## config.mk

```make
export PLATFORM = sky130hd
export DESIGN_NAME = uci_msg_tx
export DESIGN_NICKNAME = d
export VERILOG_FILES = /design/src/rtl/uci_msg_tx.sv
export SDC_FILE = /design/constraint.sdc
export NUM_CORES = 2
export LEC_CHECK = 0
export CELL_PAD_IN_SITES_DETAIL_PLACEMENT = 0
export CELL_PAD_IN_SITES_GLOBAL_PLACEMENT = 1
export CORE_AREA = 4 4 621 623
export DETAILED_ROUTE_END_ITERATION = 16
export DIE_AREA = 0 0 625 627
export MAX_ROUTING_LAYER = met4
export PLACE_DENSITY = 0.38
export SYNTH_ARGS = -nofsm -noshare
export SYNTH_HDL_FRONTEND = slang
export SYNTH_SLANG_ARGS = --single-unit
```

## constraint.sdc

```tcl
create_clock -name clk_in -period 14.4 [get_ports clk_in]
set_input_delay 2.88 -clock clk_in [delete_from_list [all_inputs] [get_ports clk_in]]
set_output_delay 2.88 -clock clk_in [all_outputs]
set_load 0.01 [all_outputs]
```

## src/rtl/uci_msg_tx.sv

```systemverilog
// uci_msg_tx: N-channel UCI output serializer. Buffers one message per channel,
// arbitrates (optional ch0 priority + round-robin) and streams bytes with optional newline.
module uci_msg_tx #(
    parameter  int unsigned NUM_CH    = 3,
    parameter  int unsigned MSG_LEN   = 64,
    parameter  int unsigned PRIO_CH0  = 1,
    parameter  int unsigned APPEND_NL = 1,
    parameter  int unsigned NUL_TERM  = 1,
    localparam int unsigned LW        = $clog2(MSG_LEN + 1),
    localparam int unsigned CW        = $clog2(NUM_CH)
) (
    input  logic                        clk_in,
    input  logic                        rst_n_in,
    input  logic [NUM_CH*MSG_LEN*8-1:0] msg_in,
    input  logic [NUM_CH*LW-1:0]        msg_len_in,
    input  logic [NUM_CH-1:0]           msg_in_valid,
    output logic [NUM_CH-1:0]           msg_in_ready,
    output logic [7:0]                  char_out,
    output logic                        char_out_valid,
    input  logic                        char_out_ready,
    output logic                        busy_out,
    output logic [CW-1:0]               active_ch_out
);
    localparam int unsigned IW = (MSG_LEN > 1) ? $clog2(MSG_LEN) : 1;

    typedef enum logic [1:0] {S_IDLE, S_SEND, S_NL} state_t;

    state_t            r_state, w_state_nx;
    logic [NUM_CH-1:0] r_pending, w_clr;
    logic [7:0]        r_data [NUM_CH][MSG_LEN];
    logic [LW-1:0]     r_len  [NUM_CH];
    logic [CW-1:0]     r_ch, w_ch_nx, r_rr_ptr, w_rr_nx;
    logic [CW-1:0]     w_rr_ch, w_grant_ch;
    logic [LW-1:0]     r_idx, w_idx_nx, w_idx_p1;
    logic [IW-1:0]     w_nidx;
    logic [7:0]        r_char, w_char_nx, w_byte;
    logic              r_valid, w_valid_nx, r_busy;
    logic              w_hs, w_end, w_fin;
    logic              w_prio_hit, w_rr_hit, w_grant_any;

    always_ff @(posedge clk_in or negedge rst_n_in) begin
        if (!rst_n_in) begin
            r_pending <= '0;
            for (int unsigned i = 0; i < NUM_CH; i++) r_len[i] <= '0;
        end else begin
            for (int unsigned i = 0; i < NUM_CH; i++) begin
                if (msg_in_valid[i] && !r_pending[i]) begin
                    r_pending[i] <= 1'b1;
                    r_len[i]     <= (msg_len_in[i*LW +: LW] > LW'(MSG_LEN)) ?
                                    LW'(MSG_LEN) : msg_len_in[i*LW +: LW];
                end else if (w_clr[i]) begin
                    r_pending[i] <= 1'b0;
                end
            end
        end
    end

    // Payload storage needs no reset: it is only read while its pending bit is set.
    always_ff @(posedge clk_in) begin
        for (int unsigned i = 0; i < NUM_CH; i++) begin
            if (msg_in_valid[i] && !r_pending[i]) begin
                for (int unsigned b = 0; b < MSG_LEN; b++)
                    r_data[i][b] <= msg_in[(i*MSG_LEN + b)*8 +: 8];
            end
        end
    end

    always_comb begin
        int unsigned   cand;
        logic [CW-1:0] w_c;
        w_rr_hit = 1'b0;
        w_rr_ch  = '0;
        cand     = 0;
        w_c      = '0;
        for (int unsigned k = 1; k <= NUM_CH; k++) begin
            cand = (32'(r_rr_ptr) + k) % NUM_CH;
            w_c  = CW'(cand);
            if (!w_rr_hit && r_pending[w_c] && !(PRIO_CH0 != 0 && cand == 0)) begin
                w_rr_hit = 1'b1;
                w_rr_ch  = w_c;
            end
        end
    end

    assign w_prio_hit  = (PRIO_CH0 != 0) && r_pending[0];
    assign w_grant_any = w_prio_hit || w_rr_hit;
    assign w_grant_ch  = w_prio_hit ? '0 : w_rr_ch;
    assign w_idx_p1    = r_idx + LW'(1);
    assign w_nidx      = (w_idx_p1 < LW'(MSG_LEN)) ? w_idx_p1[IW-1:0] : '0;
    assign w_hs        = r_valid && char_out_ready;

    // The next byte is examined before it is presented, so a NUL never appears on char_out.
    always_comb begin
        w_state_nx = r_state;
        w_ch_nx    = r_ch;
        w_idx_nx   = r_idx;
        w_char_nx  = r_char;
        w_valid_nx = r_valid;
        w_rr_nx    = r_rr_ptr;
        w_clr      = '0;
        w_byte     = 8'h00;
        w_end      = 1'b0;
        w_fin      = 1'b0;
        unique case (r_state)
            S_IDLE: begin
                if (w_grant_any) begin
                    w_ch_nx  = w_grant_ch;
                    w_idx_nx = '0;
                    w_byte   = r_data[w_grant_ch][0];
                    if (!w_prio_hit) w_rr_nx = w_grant_ch;
                    if (r_len[w_grant_ch] == '0 || (NUL_TERM != 0 && w_byte == 8'h00)) begin
                        w_end = 1'b1;
                    end else begin
                        w_state_nx = S_SEND;
                        w_char_nx  = w_byte;
                        w_valid_nx = 1'b1;
                    end
                end
            end
            S_SEND: begin
                if (w_hs) begin
                    w_byte = r_data[r_ch][w_nidx];
                    if (w_idx_p1 >= r_len[r_ch] || (NUL_TERM != 0 && w_byte == 8'h00)) begin
                        w_end = 1'b1;
                    end else begin
                        w_idx_nx  = w_idx_p1;
                        w_char_nx = w_byte;
                    end
                end
            end
            S_NL: begin
                if (w_hs) w_fin = 1'b1;
            end
            default: w_state_nx = S_IDLE;
        endcase
        if (w_end) begin
            if (APPEND_NL != 0) begin
                w_state_nx = S_NL;
                w_char_nx  = 8'h0A;
                w_valid_nx = 1'b1;
            end else begin
                w_fin = 1'b1;
            end
        end
        if (w_fin) begin
            w_clr[w_ch_nx] = 1'b1;
            w_state_nx     = S_IDLE;
            w_valid_nx     = 1'b0;
            w_char_nx      = 8'h00;
            w_ch_nx        = '0;
        end
    end

    always_ff @(posedge clk_in or negedge rst_n_in) begin
        if (!rst_n_in) begin
            r_state  <= S_IDLE;
            r_ch     <= '0;
            r_idx    <= '0;
            r_char   <= 8'h00;
            r_valid  <= 1'b0;
            r_busy   <= 1'b0;
            r_rr_ptr <= CW'(NUM_CH - 1);
        end else begin
            r_state  <= w_state_nx;
            r_ch     <= w_ch_nx;
            r_idx    <= w_idx_nx;
            r_char   <= w_char_nx;
            r_valid  <= w_valid_nx;
            r_busy   <= (w_state_nx != S_IDLE);
            r_rr_ptr <= w_rr_nx;
        end
    end

    assign msg_in_ready   = ~r_pending;
    assign char_out       = r_char;
    assign char_out_valid = r_valid;
    assign busy_out       = r_busy;
    assign active_ch_out  = r_ch;

endmodule

```

### Yosys cells after proc, flatten, opt, wreduce, memory -nomap -nowiden

Memory sizes are Yosys's and may differ from the RTL's.
Cells that the tools add are included.

* bits in registers: 47
* bits in writable memories: 1536
* input port bits: 1563
* output and inout port bits: 15
* memories: 1

* $add $sub $neg: 4
* divide/modulo/power cells: 3
* magnitude comparators: 13
* eq/ne operators: 10
* multiplexer cells: 72
* bitwise gates (word level): 5
* reduce and logical (&&, ||, !) cells: 41

Memories
* r_data: depth 3, width 512, rd ports 2, clocked after memory_dff 0, wr ports 3, line 30 `logic [7:0] r_data [NUM_CH][MSG_LEN];`

Operator list (number)
* logical NOT 32 bit: 3
* remainder unit 32 x 2 -> 32 bit (second input constant): 3
* 2-to-1 mux 7 bit: 10
* 2-to-1 mux 8 bit: 8
* binary-select mux 8 bit (select 6 bit): 1
* 2-to-1 mux 1 bit: 30
* binary-select mux 7 bit (select 2 bit): 2
* 2-to-1 mux 2 bit: 11
* > comparator 7 bit (second input constant): 3
* logical NOT 8 bit: 2
* inequality test 4 bit (second input constant): 4
* case mux 8 bit (2 select lines): 1
* case mux 7 bit (2 select lines): 1
* < comparator 2 x 3 -> 1 bit (second input constant): 4
* logical AND 1 bit: 10
* nonzero test 2 bit: 5
* logical NOT 1 bit: 8
* adder 7 x 1 -> 7 bit (second input constant): 1
* greater-or-equal comparator 7 bit: 1
* greater-or-equal comparator 7 bit (second input constant): 1
* logical NOT 7 bit: 1
* < comparator 7 bit (second input constant): 1
* NOT 6 -> 7 bit: 1
* adder 2 x 2 -> 3 bit (second input constant): 2
* other kinds (24): 34

### Longest topological paths before layout

* word-level depth: 27
* mapped depth: 20

### Worst setup path after synthesis

OpenSTA, ideal clock, no wires.

* kind: input to register
* from: input port msg_in_valid[0]
* to: memory r_data[0][0] (netlist name), enable pin
* setup time: 0.855 ns
* arrival: 13.016 ns
* data required time: 13.545 ns
* setup slack: 0.529 ns
* stages on the path: 3
* path buffers: 1
* cell sequence: nand2_1 > clkbuf_1 > inv_1

RTL lines
* start, declared: line 16 `input logic [NUM_CH-1:0] msg_in_valid,`
* end, declared: line 30

### Worst setup path in the final report

* from: register r_idx[0]
* to: register r_char[1] (netlist: char_out[1])

* word-level cells in the longest chain between the ends: 14
* elaborated cells on any way between the ends: 24
* classes of those cells: 1 x add/sub; 2 x order compare; 4 x eq/ne; 12 x mux; 1 x bitwise; 4 x reduce/logical

RTL lines
* start, declared: line 34 `logic [LW-1:0] r_idx, w_idx_nx, w_idx_p1;`
* start signal, assigned: line 166 `r_idx <= w_idx_nx;`
* adder 7 x 1 -> 7 bit *: line 88 `assign w_idx_p1 = r_idx + LW'(1);`
* < comparator 7 bit: line 89 `assign w_nidx = (w_idx_p1 < LW'(MSG_LEN)) ? w_idx_p1[IW-1:0] : '0;`
* 2-to-1 mux 6 bit: line 89
* NOT 6 -> 7 bit (not written as such): line 122 `w_byte = r_data[r_ch][w_nidx];`
* binary-select mux 8 bit (select 6 bit): line 122
* 2-to-1 mux 8 bit (not written as such) (2 in a row): line 122
* logical NOT 8 bit: line 123 `if (w_idx_p1 >= r_len[r_ch] || (NUL_TERM != 0 && w_byte == 8'h00)) begin`
* logical OR 1 bit: line 123
* 2-to-1 mux 1 bit: line 123
* 2-to-1 mux 1 bit: line 121 `if (w_hs) begin`
* case mux 1 bit (2 select lines): line 104 `unique case (r_state)`
* inequality test 4 bit (no source line) (tied with other cells)
* AND reduction 5 bit (no source line) / 2-to-1 mux 8 bit (equally long branches)
* end signal, assigned: line 167 `r_char <= w_char_nx;`
* end, declared: line 36 `logic [7:0] r_char, w_char_nx, w_byte;`

Every way passes the cells marked *; elsewhere a longest branch is shown, timed or not. The select of a mux whose other input is x is not followed.
A chain may end at the register's enable or synchronous reset.

==> flow_summary.json <==
{
  "worst_pin_slew_ns": 1.39,
  "async_reset_ff_frac": 0.0297,
  "io_buffer_count": 1577,
  "setup_tns_ns": 0,
  "final_common_cell": "clkdlybuf4s50_1",
  "finClkSkew_ns": 0.0845,
  "yosys_warnings": 0,
  "cts_tree": "built",
  "cts_buffers": 210,
  "drive_above_1_share": 0.117,
  "vdd_drop_max_mv": 0.141,
  "slowest_stage": "dfrtp_4",
  "min_period_over_period": 0.566,
  "nets": 7161,
  "crit_path_end_kind": "flop",
  "min_period_ns": 8.15,
  "power.density_mw_per_mm2": 193,
  "cp_top_family": "compound AO/OA/AOI/OAI gates",
  "mostFrequentLayoutCells": "clkdlybuf4s50_1 (1576), edfxtp_1 (1536), mux2i_1 (393)",
  "finalNonFillerCells": 11000,
  "dp.cells": 10400,
  "antenna_found_initial": 435,
  "finalInstanceArea_mm2": 0.0935,
  "hold_path.class": "flop to flop",
  "die_w_um": 625,
  "rows": 227,
  "path_max_fanout": 35,
  "yosys.area.top_type_share": 0.721,
  "cts-root-buf": "clkbuf_16",
  "cts_sinks": 1583,
  "synth-seq-area-share": 0.739,
  "syn_to_final_growth_pct": 46.2,
  "worstPathBufferInverterCount": 1,
  "post_cts_buffers": 0,
  "io_pins": 1578,
  "die-area_mm2": 0.392,
  "antenna_left": 0,
  "drc": 0,
  "fin_util": 0.246,
  "max_stage_delay_ns": 0.92,
  "h-tree-depth": 4,
  "grt.overflow.total": 0,
  "dpl_cell_area_mm2": 0.0862,
  "grt_usage": 0.218,
  "synth_top_area_cell": "edfxtp_1",
  "worstPathRequired_ns": 15.22,
  "clk_pin_slew_ns": 0.07,
  "slew_headroom": 0.0688,
  "setup_viol": 0,
  "synth_seq_cells": 1583,
  "viasPerCell": 4.13,
  "synth_ff_type": "edfxtp_1",
  "firstDrtPassIters": 8,
  "critPathKind": "flop to flop",
  "multi_input_area_mm2": 0.0157,
  "rsz0062_at_grt": "false",
  "synthCells": 3925,
  "p_total_uw": 18100,
  "syn_avg_cell_area_um2": 16.3,
  "drv_slew": 0,
  "cts_resized": 0,
  "post_drt_wl_per_cell_um": 39.4,
  "grt_start_max_net_pins": 131,
  "postCtsHoldBufs": 0,
  "grt_pass1_vias": 46600,
  "nFillCells": 39500,
  "routed-via-count": 45400,
  "start_util": 0.168,
  "critPathLaunchType": "flop",
  "dp_hpwl_um": 339000,
  "synth_edf_count": 1536,
  "wl_um": 433000,
  "yosysUniqueCellTypes": 88,
  "ctsLongestPathBuffers": 4,
  "fmax_ghz": 0.123,
  "drt_iter0_drc": 3608,
  "synth_area_mm2": 0.0640,
  "synth_top_cells_by_area": "edfxtp_1 (72%), mux2i_1 (6.2%), mux4_2 (2.7%)",
  "p_leak_uw": 0.0300,
  "path_cells": "ha_4 > buf_4 > nand2b_2 > o21ai_0 > nor2_4 > o21ba_2 > o32a_1 > a2111oi_0 > o21a_1 > o41ai_2 > nand4_2 > a31oi_4 > o221a_1",
  "synth_nets": 5500,
  "hold_violations": 0,
  "register_area_mm2": 0.0473,
  "cp.arrival_ns": 8.96,
  "core_area_mm2": 0.381,
  "place_congestion": 0.830,
  "status": "finished, final reports clean",
  "grt_pass1_wl_um": 534000,
  "maxCapViolCount": 0,
  "insertion_delay_ns": 0.92,
  "die_h_um": 627
}
## final cells by class
cell class | count | share of cell area
multi-input combinational | 2083 | 0.168
timing repair buffer | 1688 | 0.179
inverter | 20 | 0.00115
tap | 5038 | 0.0674
antenna | 182 | 0.00487
clock inverter | 118 | 0.0139
clock buffer | 264 | 0.0592
sequential | 1583 | 0.506
## power by group
part / switching [uW] / internal [uW]
Combinational: 4730 / 2020
Clock: 2270 / 3110
Sequential: 299 / 5630
Total: 7300 / 10800
## flip-flops by register name (all words and copies together) (netlist names)
| register | count |
|---|---|
| active_ch_out | 2 |
| busy_out | 1 |
| char_out | 8 |
| r_idx | 7 |
| r_len | 21 |
| r_rr_ptr | 2 |
| r_pending | 3 |
| char_out_valid | 1 |
| r_state | 2 |
| r_data | 1536 |
## cells in the mapped netlist, types with 6 or more instances
cell,n
o2111ai_1,11
or2_2,7
mux4_2,77
nor2_1,140
dfrtp_1,46
edfxtp_1,1536
a21oi_1,150
o21ai_1,7
nor3_1,25
o22ai_1,39
nand3_1,40
and3_1,18
a211oi_1,63
inv_1,17
ha_1,12
a31o_2,6
mux2i_1,394
o221ai_1,8
buf_2,85
a21o_1,6
a211o_1,7
a22oi_1,39
buf_1,20
and2_1,12
nor4_1,12
o21ai_0,240
a2111oi_0,15
a22o_1,14
mux2_2,114
o211ai_1,70
clkbuf_1,100
a31oi_1,32
a221oi_1,29
nand2b_1,29
nand2_1,330
a221o_1,8
nor2b_1,11
o31ai_1,11
nand4_1,8
buf_4,34
## logic make-up (layout without fill, tap and decap cells)
logic type | Yosys count | count (layout) | synth area share
AOI/OAI and AO/OA | 820 | 820 | 0.0838
xor gates and xnor gates | 3 | 3 | 0.000411
adders and majority gates | 12 | 12 | 0.00235
buffers and inverters | 259 | 2090 | 0.0189
DFF | 1583 | 1583 | 0.739
muxes | 588 | 588 | 0.109
other | 0 | 182 | 0
and+or+nand+nor | 660 | 660 | 0.0458
## stage by stage
step	setup WS, ns	hold WS (ns)
2_1_floorplan	0.529	0.471
3_3_place_gp	6.10	0.513
3_5_place_dp	6.21	0.512
4_1_cts	6.10	0.525
5_1_grt	6.05	0.549
6_report	6.25	0.523
## routing by layer
| metal | wire, um | track usage |
|---|---|---|
| met1 | 168000 | 0.246 |
| met2 | 225000 | 0.390 |
| met3 | 27400 | 0.0511 |
| met4 | 11800 | 0.0473 |
| met5 | 0 | - |
## path summary, 6_finish.rpt
check                           cells past startpoint               end         from  slack, ns
worst max-delay path                               13       char_out[1]     r_idx[0]       6.25
worst min-delay path                                1       char_out[7]  char_out[7]       0.52
worst max register to register                     13       char_out[1]     r_idx[0]       6.25
worst min register to register                      1       char_out[7]  char_out[7]       0.52
max in group asynchronous                           2  active_ch_out[0]     rst_n_in      11.71
min in group asynchronous                           2          r_len[4]     rst_n_in       2.09
Power figures use the tool's default switching activity.
